`config.mk`:
```
export PLATFORM = sky130hd
export DESIGN_NAME = temperature_calculator_flat
export DESIGN_NICKNAME = d
export VERILOG_FILES = /design/src/rtl/temperature_calculator_if.sv /design/src/rtl/temperature_calculator.sv /design/src/flat_wrapper.sv
export SDC_FILE = /design/constraint.sdc
export NUM_CORES = 1
export LEC_CHECK = 0
export ABC_CLOCK_PERIOD_IN_PS = 8500
export BUFFER_PORTS_ARGS = -buffer_cell sky130_fd_sc_hd__buf_2
export CAP_MARGIN = 0
export CORE_ASPECT_RATIO = 1.1
export CORE_UTILIZATION = 45
export CTS_CLUSTER_SIZE = 25
export DETAILED_ROUTE_END_ITERATION = 6
export PLACE_DENSITY = 0.66
export SLEW_MARGIN = 10
export SYNTH_ARGS = -nofsm -noshare
export SYNTH_HDL_FRONTEND = slang
export SYNTH_SLANG_ARGS = --single-unit
export TNS_END_PERCENT = 10
```
`constraint.sdc`:
```
create_clock -name clk -period 8.5 [get_ports clk]
set_input_delay 1.7 -clock clk [delete_from_list [all_inputs] [get_ports clk]]
set_output_delay 1.7 -clock clk [all_outputs]
set_load 0.05 [all_outputs]
```
`src/rtl/temperature_calculator_if.sv`:
```
// Sample/result bundle between the ADC front end, the temperature
// calculator and downstream temperature consumers.
interface temperature_calculator_if;
   logic        in_valid;
   logic [31:0] tc_base;
   logic [7:0]  tc_ref;
   logic [15:0] adc_data;
   logic [31:0] tempc;
   logic        out_valid;

   // Sample producer: drives the raw sample, receives the result.
   modport master (
      output in_valid, tc_base, tc_ref, adc_data,
      input  tempc, out_valid
   );

   // Calculator side.
   modport slave (
      input  in_valid, tc_base, tc_ref, adc_data,
      output tempc, out_valid
   );
endinterface

```
`src/rtl/temperature_calculator.sv`:
```
// Two-stage temperature calculator: tempc = tc_base + ((tc_ref * adc_data) >> 2).
// Stage 1 registers the exact 24-bit product and the base; stage 2 adds the
// scaled product to the base modulo 2^32. One sample per clock, no backpressure.
module temperature_calculator (
   input  logic                    clk,
   input  logic                    rst,
   temperature_calculator_if.slave bus
);

   logic [23:0] prod_q,      prod_d;
   logic [31:0] base_q,      base_d;
   logic        v1_q,        v1_d;
   logic [31:0] tempc_q,     tempc_d;
   logic        out_valid_q, out_valid_d;
   logic [31:0] scaled;

   // Stage 1: capture the full product and base when a sample is offered.
   always_comb begin
      prod_d = prod_q;
      base_d = base_q;
      v1_d   = bus.in_valid;
      if (bus.in_valid) begin
         prod_d = {16'd0, bus.tc_ref} * {8'd0, bus.adc_data};
         base_d = bus.tc_base;
      end
   end

   // Stage 2: scale by 1/4 (fraction dropped), add base, hold between results.
   always_comb begin
      scaled      = {10'd0, prod_q[23:2]};
      tempc_d     = tempc_q;
      out_valid_d = v1_q;
      if (v1_q) begin
         tempc_d = base_q + scaled;
      end
   end

   // Pipeline registers; reset discards any in-flight sample.
   always_ff @(posedge clk) begin
      if (rst) begin
         prod_q      <= '0;
         base_q      <= '0;
         v1_q        <= 1'b0;
         tempc_q     <= '0;
         out_valid_q <= 1'b0;
      end else begin
         prod_q      <= prod_d;
         base_q      <= base_d;
         v1_q        <= v1_d;
         tempc_q     <= tempc_d;
         out_valid_q <= out_valid_d;
      end
   end

   assign bus.tempc     = tempc_q;
   assign bus.out_valid = out_valid_q;

endmodule

```
`src/flat_wrapper.sv`:
```
// flat-port wrapper written by rule: the top's interface ports become plain ports
module temperature_calculator_flat 
  (clk, rst, bus_in_valid, bus_tc_base, bus_tc_ref, bus_adc_data, bus_tempc, bus_out_valid);
  temperature_calculator_if bus_i ();
  input  logic clk;
  input  logic rst;
  input wire logic [$bits(bus_i.in_valid)-1:0] bus_in_valid;
  input wire logic [$bits(bus_i.tc_base)-1:0] bus_tc_base;
  input wire logic [$bits(bus_i.tc_ref)-1:0] bus_tc_ref;
  input wire logic [$bits(bus_i.adc_data)-1:0] bus_adc_data;
  output wire logic [$bits(bus_i.tempc)-1:0] bus_tempc;
  output wire logic [$bits(bus_i.out_valid)-1:0] bus_out_valid;
  assign bus_i.in_valid = bus_in_valid;
  assign bus_i.tc_base = bus_tc_base;
  assign bus_i.tc_ref = bus_tc_ref;
  assign bus_i.adc_data = bus_adc_data;
  assign bus_tempc = bus_i.tempc;
  assign bus_out_valid = bus_i.out_valid;
  temperature_calculator u_core (.clk(clk), .rst(rst), .bus(bus_i));
endmodule
```
==> impl_metrics.csv, run 1 <==
group,metric,value,unit
run_status,status,"completed",
drt,drc_errors,0,
setup_path,critPathBufInv,4,
pwr,p_per_area,231,mW/mm2
clocking,cts_buffers,9,
timing,finalHoldViolCount,0,
clocking,path_clk_slew,60,ps
grt,grt_pass1_vias,6404,
finish,diodes,0,
synthesis,synthArstFlopShare,0,
finish,drive_above_1_share,0.115,
grt,antenna_found_initial,0,
drt,top_layer,"met4",
setup_path,critPathTopFamily,"adder cells",
flow_run,drv_cap,0,
pwr,peakVddDrop,0.127,mV
setup_path,crit_type,"primary input to flop",
min_path,whs_endpoint,"u_core.bus.tempc[22]",
synthesis,synth_warnings,0,
timing,tightest_slew,846,ps
synthesis,synthMuxAreaShare,0.0594,
drt,wl_per_cell,14.4,um
synthesis,synthSimpleGateAreaFrac,0.205,
min_path,hold_depth,2,
synthesis,syn_inst,968,
synthesis,synth_top_family_by_area,"adder cells",
floorplan,row_count,52,
pwr,total_power,2180,uW
drt,routed_wirelength,18600,um
synthesis,synth_top_area_frac,0.209,
finish,nNetsFinal,1252,
clocking,clockBufferDepth,2,
synthesis,ys_top_cells_by_count,"inv_1 (116), and2_1 (110), nor2_1 (93)",
timing,fmax,167,MHz
synthesis,synth-xor-area-share,0.0353,
drt,wl_met3,671,um
timing,rsz0062_at_grt,"false",
setup_path,arrival,6210,ps
drt,wl_met2,8750,um
timing,min_period,5970,ps
grt,grt_pass1_wl,31000,um
synthesis,yosys-top-cells-area,"dfxtp_1 (21%), fa_1 (20%), ha_1 (9.6%), and2_1 (8.2%), mux2i_1 (5.8%)",
setup_path,path_cells,"buf_2 -> nand2_1 -> fa_1 -> fa_1 -> inv_1 -> fa_1 -> inv_1 -> fa_1 -> inv_1 -> ha_1 -> o21a_1 -> o31a_2 -> o211ai_2 -> a21boi_2 -> a21boi_0 -> or4b_2 -> o311ai_0",
synthesis,synth_seq_area_share,0.209,
timing,setup_tns,0,ps
setup_path,cp-start-kind,"primary input",
synthesis,synth_edf_count,0,
synthesis,syn_area_per_cell,8.72,um2
floorplan,dieArea,0.0193,mm2
synthesis,synth_compound_area_frac,0.129,
min_path,min_path_type,"flop to flop",
setup_path,r2r-start,"u_core.base_q[14]",
clocking,insertion_delay,340,ps
clocking,cts_hold_buffers,0,
clocking,clock-sinks,88,
drt,dr_total_vias,6674,
finish,area_delta_synth_final,11.3,%
pwr,p_leak,0.00449,uW
synthesis,synth_most_common_cell,"inv_1",
setup_path,crit_required,8740,ps
synthesis,yosysUniqueCellTypes,65,
floorplan,die_w,133,um
grt,grt_overflow_total,0,
setup_path,reg2regPathDepth,8,
synthesis,synth-seq-cells,88,
finish,multi_input_area,0.00613,mm2
timing,post-route-period-util,0.703,
drt,vias_per_cell,5.17,
clocking,cts_tree,"built",
timing,setup_viol_count_final,0,
synthesis,syn_nets,1177,
drt,final_antenna_net_count,0,
floorplan,coreArea,0.0184,mm2
timing,whs,449,ps
setup_path,crit_top_cell,"fa_1",
drt,drtPass1Iterations,5,
grt,grt_max_degree,56,
placement,routabilityCongestion,0.881,
placement,portBuffers,91,
floorplan,boundaryPins,92,
placement,dpl.hpwl,15100,um
timing,finalMaxSlewViolations,0,
drt,drtIter0Drc,204,
setup_path,slowest_stage,"or4b_2",
clocking,cts_root_buffer,"clkbuf_16",
synthesis,synth-main-ff-cell,"dfxtp_1",
setup_path,end_kind,"flop",
synthesis,synthAdderAreaFrac,0.298,
clocking,cts-resized-gates,0,
synthesis,netlist_area,0.00844,mm2
floorplan,start_util,0.459,
drt,drt-met1-wl,8950,um
finish,nFillCells,1787,
setup_path,path_max_fanout,16,
setup_path,slowest_delay,630,ps
timing,relSlewSlack,0.436,
min_path,hold_start,"u_core.bus.tempc[22]",
floorplan,die_height,146,um
setup_path,r2r-end,"u_core.bus.tempc[29]",
grt,grt_usage,0.197,
synthesis,yosys.area.top_type,"dfxtp_1",
setup_path,ff2ff_setup_slack,5710,ps
clocking,post_cts_buffers,0,
clocking,htreeDepth,3,
timing,clock_skew,4.71,ps
finish,register_area,0.00176,mm2
layout by cell type, fill, tap and decap left out, types with 3 or more instances in the layout:
cell | Yosys | layout
nor2_1 | 93 | 93
a211oi_1 | 13 | 13
o21a_1 | 7 | 7
clkinv_2 | 0 | 3
a221oi_1 | 3 | 3
a21boi_0 | 3 | 3
nand2b_1 | 12 | 12
fa_1 | 85 | 85
o22ai_1 | 3 | 3
inv_1 | 116 | 116
o21bai_1 | 3 | 3
nor3b_1 | 3 | 3
buf_4 | 0 | 4
xor2_1 | 16 | 16
clkbuf_16 | 0 | 9
nor3_1 | 6 | 6
a22oi_1 | 3 | 3
o211ai_1 | 8 | 8
nand3_1 | 19 | 19
or3_1 | 3 | 3
dfxtp_1 | 88 | 88
ha_1 | 65 | 65
o21ai_0 | 34 | 34
and2_1 | 110 | 110
xnor2_1 | 18 | 18
and3_1 | 6 | 6
a221o_1 | 3 | 3
nor4_1 | 5 | 5
nand2_1 | 64 | 64
clkbuf_1 | 26 | 3
a21o_1 | 11 | 11
buf_2 | 0 | 91
mux2i_1 | 49 | 49
or4_1 | 4 | 4
a21oi_1 | 42 | 42
where the power goes:
part / internal [uW] / switching [uW] / leakage (uW)
logic: 529 / 760 / 0.00362
clock network: 226 / 156 / 0.000140
registers: 469 / 34.9 / 0.000723
routing by layer:
layer  track usage  vias up
met5             0        -
met4        0.0517        0
met3        0.0261       20
met2         0.338      148
met1         0.262     3136
li1              -     3370
cell families (layout without fill, tap and decap cells):
kind of cell,Yosys count,after routing
compound gates,162,162
simple gates,337,337
buf+inv,147,227
fa+ha+maj,150,150
mux,50,50
xor+xnor,34,34
flops,88,88
worst max-delay path by stage:
stage          cells past startpoint                 to     startpoint
5_1_grt                           16  u_core.prod_q[21]  bus_tc_ref[6]
3_5_place_dp                      17  u_core.prod_q[15]  bus_tc_ref[7]
2_1_floorplan                     17  u_core.prod_q[15]  bus_tc_ref[7]
3_3_place_gp                      17  u_core.prod_q[15]  bus_tc_ref[7]
6_report                          17  u_core.prod_q[15]  bus_tc_ref[7]
4_1_cts                           17  u_core.prod_q[15]  bus_tc_ref[7]
area by class of cell:
cell class,count,share of cell area
clock buffers,12,0.0252
clock inverters,4,0.00479
inverters,116,0.0463
multi-input cells,733,0.652
flip-flops and latches,88,0.187
well taps,243,0.0324
repair buffers,95,0.0517
metrics by stage:
stage | utilization | worst slack [ps] | std cells | area, um2
floorplan | - | 2490 | 968 | 8440
global placement | 0.495 | 2240 | 1275 | 9120
detailed placement | 0.495 | 2180 | 1275 | 9120
CTS | 0.510 | 2540 | 1291 | 9400
global route | 0.510 | 2320 | 1291 | 9400
finish | 0.510 | 2530 | 1291 | 9400
worst register-to-register path, delay by kind of cell, from the launching register on:
kind	cells	cell delay [ps]
fa+ha+maj	1	430
simple gates	3	940
compound gates	3	830
xor+xnor	1	180
flops	1	330
state kept, by name (all words and copies together), names as in the netlist:
name / cells
u_core.base_q: 32
u_core.bus.out_valid: 1
u_core.bus.tempc: 32
u_core.out_valid_d: 1
u_core.prod_q: 22
No activity file was read; power rests on OpenSTA's default activity.
==> run 2: changes to the inputs <==
Settings changed: ABC_CLOCK_PERIOD_IN_PS 8500 to 5000, PLACE_DENSITY 0.66 to 0.68.
Clock period 8.5 ns to 5 ns, I/O delays scaled along.
==> run 2 against run 1 <==
Total power increased by 100%. Combinational power increased by 120%. First-iteration DRC count fell by 4.4%. Highest routed layer unchanged. Final area increased by 8.2%. Global-route usage grew 0.47 points.
==> impl_metrics.csv, run 2 (synthesized netlist as in run 1, its figures left out) <==
group,metric,value,unit
clocking,clock-sinks,88,
timing,finalMaxSlewViolations,0,
floorplan,row_count,52,
drt,routed_wirelength,18800,um
floorplan,coreArea,0.0184,mm2
pwr,p_leak,0.00486,uW
clocking,insertion_delay,340,ps
timing,relSlewSlack,0.481,
setup_path,cp-start-kind,"primary input",
drt,drc_errors,0,
drt,dr_total_vias,6909,
floorplan,die_w,133,um
clocking,clockBufferDepth,2,
clocking,cts_buffers,9,
drt,vias_per_cell,5.07,
finish,drive_above_1_share,0.200,
finish,area_delta_synth_final,20.5,%
placement,routabilityCongestion,0.898,
drt,final_antenna_net_count,0,
clocking,cts_root_buffer,"clkbuf_16",
timing,tightest_slew,778,ps
grt,grt_pass1_wl,32200,um
setup_path,end_kind,"flop",
grt,grt_usage,0.202,
floorplan,dieArea,0.0193,mm2
flow_run,drv_cap,0,
timing,clock_skew,6.96,ps
setup_path,arrival,5200,ps
setup_path,path_max_fanout,7,
grt,grt_overflow_total,0,
drt,drtPass1Iterations,7,
finish,diodes,0,
clocking,cts_tree,"built",
placement,dp_cells,1344,
grt,grt_max_degree,42,
timing,fmax,203,MHz
floorplan,die_height,146,um
finish,final_common_cell,"inv_1",
timing,setup_viol_count_final,0,
floorplan,boundaryPins,92,
finish,final_util,0.552,
clocking,htreeDepth,3,
min_path,min_path_type,"flop to flop",
pwr,p_per_area,434,mW/mm2
finish,nNetsFinal,1323,
clocking,path_clk_slew,60,ps
timing,rsz0062_at_grt,"true",
pwr,peakVddDrop,0.192,mV
finish,fin_cells,1362,
grt,grt_pass1_vias,7022,
placement,dpl.hpwl,15700,um
setup_path,crit_type,"primary input to flop",
pwr,total_power,4420,uW
timing,finalHoldViolCount,0,
timing,setup_tns,0,ps
drt,wl_per_cell,13.8,um
timing,post-route-period-util,0.984,
timing,min_period,4920,ps
setup_path,crit_required,5280,ps
grt,antenna_found_initial,0,
placement,portBuffers,91,
drt,drtIter0Drc,195,
finish,layout_common_cells,"inv_1 (114), and2_1 (105), nor2_1 (93)",
floorplan,start_util,0.459,
run_status,status,"completed",
## run 2: final timing paths
check | slack (ps) | cells past startpoint | endpoint | start
max | 80 | 18 | u_core.prod_q[23] | bus_adc_data[0]
min | 450 | 2 | u_core.bus.tempc[22] | u_core.bus.tempc[22]
max reg2reg | 2270 | 10 | u_core.bus.tempc[28] | u_core.base_q[0]
min reg2reg | 450 | 2 | u_core.bus.tempc[22] | u_core.bus.tempc[22]
## run 2: worst max-delay path: stages
cell      delay, ps
clkbuf_4        150
nand2_2          70
fa_1            510
fa_1            530
inv_1            60
fa_1            530
inv_1            50
fa_1            520
inv_1            60
ha_4            260
o21a_1          110
o31a_2          150
o211ai_2        120
a21boi_2        260
a21boi_2         90
buf_4           140
or4_4           490
nand3b_1         90
## run 2: where the power goes
group | switching [uW] | internal [uW] | leakage, uW | total [uW]
combinational | 1480 | 1420 | 0.00400 | 2900
sequential | 61.3 | 797 | 0.000723 | 858
clock | 267 | 392 | 0.000144 | 659
total | 1810 | 2610 | 0.00486 | 4420
## run 2: repair_timing
action,4_1_cts,5_1_grt
hold buffers,0,0
pin swaps,1,22
resized for setup,2,34
setup endpoints to repair,3,10
buffers inserted,0,2
endpoints found under the hold margin,0,0
gates cloned,0,0
## run 2: per-layer routing
metal / track usage / routed length [um]
met5: 0 / 0
met4: 0.0655 / 352
met3: 0.0258 / 526
met2: 0.357 / 9150
met1: 0.255 / 8820
## run 2: area by class of cell
| type | instances | area [um2] |
|---|---|---|
| clock buffer | 13 | 280 |
| fill | 1685 | 8240 |
| timing repair buffer | 166 | 1060 |
| sequential | 88 | 1760 |
| multi-input combinational | 733 | 6310 |
| tap | 243 | 304 |
| inverter | 116 | 435 |
| clock inverter | 3 | 23.8 |
## run 2: through the flow
| stage | hold WS, ps | setup slack (ps) | instance area [um2] |
|---|---|---|---|
| 2_1_floorplan | 429 | -78.1 | 8580 |
| 3_3_place_gp | 439 | -333 | 9740 |
| 3_5_place_dp | 438 | -372 | 9740 |
| 4_1_cts | 452 | 21.1 | 10000 |
| 5_1_grt | 468 | -79.7 | 10200 |
| 6_report | 448 | 79.6 | 10200 |
